## config.mk

```make
export PLATFORM = sky130hd
export DESIGN_NAME = fetch_unit
export DESIGN_NICKNAME = d
export VERILOG_FILES = /design/src/rtl/fetch_unit.sv
export SDC_FILE = /design/constraint.sdc
export NUM_CORES = 1
export LEC_CHECK = 0
export BUFFER_PORTS_ARGS = -buffer_cell sky130_fd_sc_hd__buf_2
export CAP_MARGIN = 30
export CORE_ASPECT_RATIO = 0.9
export CORE_MARGIN = 4
export CORE_UTILIZATION = 45
export DETAILED_ROUTE_END_ITERATION = 10
export PLACE_DENSITY = 0.75
export SYNTH_ARGS = -nofsm -noshare
export SYNTH_HDL_FRONTEND = slang
export SYNTH_SLANG_ARGS = --single-unit
```

## constraint.sdc

```tcl
create_clock -name clk -period 4.41 [get_ports clk]
set_input_delay 0 -clock clk [delete_from_list [all_inputs] [get_ports clk]]
set_output_delay 0 -clock clk [all_outputs]
set_load 0.02 [all_outputs]
```

## src/rtl/fetch_unit.sv

```systemverilog
// rtl/fetch_unit.sv - instruction fetch initiator for a registered-read instruction memory
// Optional feature macro: FETCH_MISALIGN_EN (flags fetches reached through a misaligned redirect).
module fetch_unit #(
    parameter logic [31:0] RESET_PC = 32'h0000_0000
) (
    input  logic        clk,
    input  logic        rst_n,
    input  logic        stall,
    input  logic        redirect,
    input  logic [31:0] redirect_pc,
    output logic [31:0] imem_pc,
    input  logic [31:0] imem_inst,
    output logic        if_valid,
    output logic [31:0] if_pc,
    output logic [31:0] if_inst,
    output logic        if_misalign
);

    logic [31:0] r_fetch_pc;
    logic [31:0] r_rsp_pc;
    logic        r_rsp_valid;
    logic        w_hold;

    // A stall with nothing on display has nothing to protect, so it is ignored.
    assign w_hold = stall & r_rsp_valid;

    always_comb begin
        imem_pc = r_fetch_pc;
        if (redirect) begin
            imem_pc = {redirect_pc[31:2], 2'b00};
        end else if (w_hold) begin
            imem_pc = r_rsp_pc;
        end
    end

    // Replaying rsp_pc during hold makes this uniform update leave all state unchanged.
    always_ff @(posedge clk or negedge rst_n) begin
        if (!rst_n) begin
            r_fetch_pc  <= RESET_PC;
            r_rsp_pc    <= 32'h0000_0000;
            r_rsp_valid <= 1'b0;
        end else begin
            r_fetch_pc  <= imem_pc + 32'd4;
            r_rsp_pc    <= imem_pc;
            r_rsp_valid <= 1'b1;
        end
    end

    assign if_pc    = r_rsp_pc;
    assign if_inst  = imem_inst;
    assign if_valid = r_rsp_valid & ~redirect;

`ifdef FETCH_MISALIGN_EN
    logic r_misalign;

    always_ff @(posedge clk or negedge rst_n) begin
        if (!rst_n) begin
            r_misalign <= 1'b0;
        end else if (redirect || !w_hold) begin
            r_misalign <= redirect & (|redirect_pc[1:0]);
        end
    end

    assign if_misalign = r_misalign & if_valid;
`else
    logic w_unused_pc_lsb;

    assign w_unused_pc_lsb = ^redirect_pc[1:0];
    assign if_misalign     = 1'b0;
`endif

endmodule

```

Word-level counts from Yosys, hierarchy flattened. Cells that the tools add are included.

Add/sub/neg operators: 1. Mux-type cells: 2. Bitwise operators: 3.

Operators with widths (count): $mux 32 (2); $add 32x3->32 const B (1); $and 1x1->1 (2); $not 1->1 (1).

Register bits: 65. Input port bits: 68. Output and inout bits: 98. Logic and storage cells: 9.

Logic depth before layout (Yosys ltp).
Word-level depth: 4. Mapped depth: 11. Depth with buffers taken out: 8.

Worst setup path after synthesis. Ideal clock, no wire load.

Path type: register to register. Start point: reg r_rsp_valid. End point: reg r_fetch_pc[28]. Setup time: 163 ps. Arrival time: 2927 ps. Data required time: 4247 ps. Slack: 1321 ps. Cell stages (with the launch flop): 12. Path buffers: 3. Clock period less this slack: 3089 ps. Path through: dfrtp_1 -> buf_4 -> and2_4 -> buf_6 -> buf_6 -> a211oi_1 -> ha_1 -> nand4_1 -> and4b_1 -> nand3_1 -> nor3_1 -> xor2_1.

Cells in the longest elaborated chain, start to end: 4.

RTL lines: start: declaration (RTL line 21) `logic r_rsp_valid;`; start signal: assignment (RTL line 41) `r_rsp_valid <= 1'b0;`; start signal: assignment (RTL line 45) `r_rsp_valid <= 1'b1;`; $and 1x1->1 (RTL line 25) `assign w_hold = stall & r_rsp_valid;`; $mux 32 (RTL line 31) `end else if (w_hold) begin`; $mux 32 (RTL line 29) `if (redirect) begin`; named net imem_pc[2] (RTL line 11) `output logic [31:0] imem_pc,`; $add 32x3->32 (RTL line 43) `r_fetch_pc <= imem_pc + 32'd4;`; end signal: assignment (RTL line 43); end: declaration (RTL line 19) `logic [31:0] r_fetch_pc;`.

The timed path passes the listed nets, and every way through them passes these cells.

Final worst setup path.
Start point: reg r_rsp_valid. End point: reg r_fetch_pc[26].

Cells in the longest elaborated chain, start to end: 4.

RTL lines (RTL line): $and 1x1->1 (25); $mux 32 (31); $mux 32 (29); $add 32x3->32 (43).

Every way passes these cells.

==> results by group <==
Power and ir drop
  • VDD IR max: roughly 0.23 mV
  • Pwr Density: about 390 nW/um2
  • Leak: 1.845 nW

Critical path
  • Reg2reg end: r_fetch_pc[26]
  • FF-to-FF setup slack: 1.20 ns
  • CP max FO: 24
  • R2r startpoint: r_rsp_valid
  • Worst setup path end: r_fetch_pc[26]
  • Critical Path RT: 4.67 ns
  • Critical path arrival: 3.47 ns
  • Critical path startpoint category: flip-flop
  • Setup crit start: r_rsp_valid
  • Kind of critical path: reg -> reg
  • Crit end category: flip-flop
  • Reg2Reg Depth: 8

Timing
  • Setup repair after global routing missed its margin: no
  • Worst Tran Pin Value: 0.8014 ns
  • F_max: 311.7 MHz
  • Final Setup Violations: 0
  • Final clock period utilization by the worst path: 0.7275
  • Final Skew: 0.01103 ns
  • Minimum clock period: 3.208 ns
  • Final Hold Fails: 0
  • Worst rel slew slack: 0.4658
  • Fin. max-slew vios: 0
  • Sum Neg Setup Slack: 0 ns

GRT
  • Largest net degree at the start of global routing: 64
  • Number of global-route vias before repair: 2549
  • Gr ovfl total: 0
  • Initial antenna violation count: 0
  • Gr usage total: 0.1811
  • First-pass GRT wire length: between 10000 and 15000 um

Route
  • Via density: around 5.3
  • 1st-pass router iterations: 4
  • Vias: 2572
  • Routed wire per std cell: 16.04 um
  • Final WL: 7829 um
  • Drt initial violations: 127
  • DRC: 0
  • Final ANT Viol Nets: 0

Die
  • Initial Util: 0.4735
  • Core area: 7184 um2
  • Die X: 99.65 um
  • Die ar.: 9017 um2
  • Std cell rows: 29
  • Die Span Y: ~90 um
  • IO Pins: 166

Yosys
  • EDFF count, synth: 0
  • FFs w/ async S/R, synth: 1.000
  • Avg Cell Area, Syn: 10.47 um2
  • Post-Syn Nets: ~390
  • Cell count after synthesis: 325
  • Mapped cell area: 3402 um2
  • Post-synthesis cell type count: 43
  • Flops & latches, synth: 63
  • Sequential area share after synthesis: 0.4634
  • Top_reg_cell synth: dfrtp_1
  • Ys Warns: 0
  • Synth area leader: dfrtp_1
  • Dominant cells by area after synthesis: dfrtp_1 (46%), buf_4 (8.2%), xnor2_1 (4.1%)
  • Post-synth top area share: 0.4634

Layout
  • Syn-to-layout area delta: 15.12%
  • Finished Layout Cells: between 400 and 500
  • Filler instances: between 600 and 700
  • Final nets: 459
  • Antenna cells: 0
  • Layout cells sized above 1: 0.3291

CTS
  • Clock transition at path regs: 0.06 ns
  • Sink Count: 63
  • Clock tree buffer depth: 2
  • Skew-Pair Late Insertion Delay: 0.34 ns
  • Post-CTS sizing: 0
  • CTS root buffer: clkbuf_8
  • CTS H-tree lvls: 3
  • Clock buffer count from CTS: 9
  • CTS tree: yes

Placement
  • Routability congestion estimate: ~0.76
  • IO Port Bufs: 98
  • Post-DP HPWL: 5280 um
  • Dpl cells: 464

Run status
  • Status: finished, final reports clean

Run
  • Max_cap viols: 0

Hold path
  • Class of the worst hold path: in -> out
  • HP Start: imem_inst[21]
-- state kept, by name, indices dropped and copies added (netlist names) --
name and cells:
if_pc 32, r_fetch_pc 30, r_rsp_valid 1
-- through the flow --
step	hold WS (ns)	cell area, um2	total power, mW	utilization	setup WS (ns)
floorplan	-0.2956	3402	0.9626	-	1.321
global placement	0.0001367	3646	1.036	0.5075	1.317
detailed placement	0.0001367	3646	1.043	0.5075	1.206
CTS	0.0001367	3916	1.545	0.5451	1.166
global route	0.00002927	3916	1.609	0.5451	0.8634
finish	0.000005608	3916	1.529	0.5451	1.202
-- critical path: stages (launching register included) --
cell and delay (ns):
dfrtp_1 0.58, and2_4 0.36, a211oi_1 0.51, ha_1 0.34, nand4_1 0.11, and4b_1 0.33, nand3_1 0.35, nor3_1 0.39
xor2_1 0.17
-- cells in the final DEF (no fill, tap or decap), types with 10 or more instances in the layout --
| cell type | Yosys | layout |
|---|---|---|
| xnor2_1 | 16 | 16 |
| inv_1 | 20 | 20 |
| xor2_1 | 12 | 12 |
| dfrtp_1 | 63 | 63 |
| nor2b_1 | 12 | 12 |
| a211oi_1 | 11 | 11 |
| nor2_1 | 11 | 11 |
| clkbuf_8 | 0 | 10 |
| nand4b_1 | 13 | 13 |
| buf_2 | 8 | 98 |
| nand2_1 | 27 | 27 |
| nand3_1 | 11 | 11 |
-- final cells by class --
| class | count | area [um2] | area share |
|---|---|---|---|
| Clock buffer | 12 | 145.1 | 0.03706 |
| Clock inverter | 4 | 45.04 | 0.01150 |
| Inverter | 20 | 75.07 | 0.01917 |
| Multi-Input combinational cell | 187 | 1365 | 0.3486 |
| Sequential cell | 63 | 1577 | 0.4026 |
| Tap cell | 93 | 116.4 | 0.02971 |
| Timing Repair Buffer | 109 | 593.1 | 0.1514 |
-- synthesized netlist by cell type (all sizes together), types with 8 or more instances --
cell	number
dfrtp	63
a211oi	16
inv	20
mux2i	8
xnor2	16
nand4	9
nor2	11
nor2b	12
xor2	12
nand3	11
nand4b	13
o21ai	8
buf	49
nand2	27
-- how the worst min path moves through the flow --
stage / to / slack (ns) / cells after the start
global route: if_inst[27] / 0.00003 / 0
global placement: if_inst[13] / 0.0001 / 0
finish: if_inst[21] / 0.000006 / 0
floorplan: if_pc[0] / -0.30 / 0
detailed placement: if_inst[13] / 0.0001 / 0
CTS: if_inst[13] / 0.0001 / 0
-- metal layers --
layer	global-route usage	vias to the layer above	share of wire	wire, um
met1	0.2445	1238	0.45	3516
li1	-	1229	-	-
met4	0.08987	0	0.026	203
met3	0.03320	26	0.055	427
met5	0	-	0	0
met2	0.2780	79	0.47	3682
-- report_power, final --
group	leakage [nW]	internal [mW]	switching, mW
Combinational	0.994	0.124	0.236
Clock	0.100	0.274	0.221
Sequential	0.751	0.645	0.0289
Total	1.85	1.04	0.485
-- what timing repair did --
| item | CTS | global route |
|---|---|---|
| setup endpoints to repair | 0 | 0 |
| hold buffers | 8 | 0 |
| hold endpoints to repair | 70 | 0 |
| buffers inserted | 0 | 0 |
-- logic make-up (layout without fill, tap and decap cells) --
| family | count (synthesis) | count (layout) | share of synthesized area |
|---|---|---|---|
| buffers and inverters | 75 | 145 | 0.1353 |
| and+or+nand+nor | 107 | 107 | 0.1912 |
| AOI/OAI and AO/OA | 41 | 41 | 0.1085 |
| other | 2 | 2 | 0.002208 |
| DFF | 63 | 63 | 0.4634 |
| muxes | 8 | 8 | 0.02354 |
| xor gates and xnor gates | 28 | 28 | 0.07208 |
| adders and majority gates | 1 | 1 | 0.003677 |
Note: power is estimated with default switching activity, not from simulation.
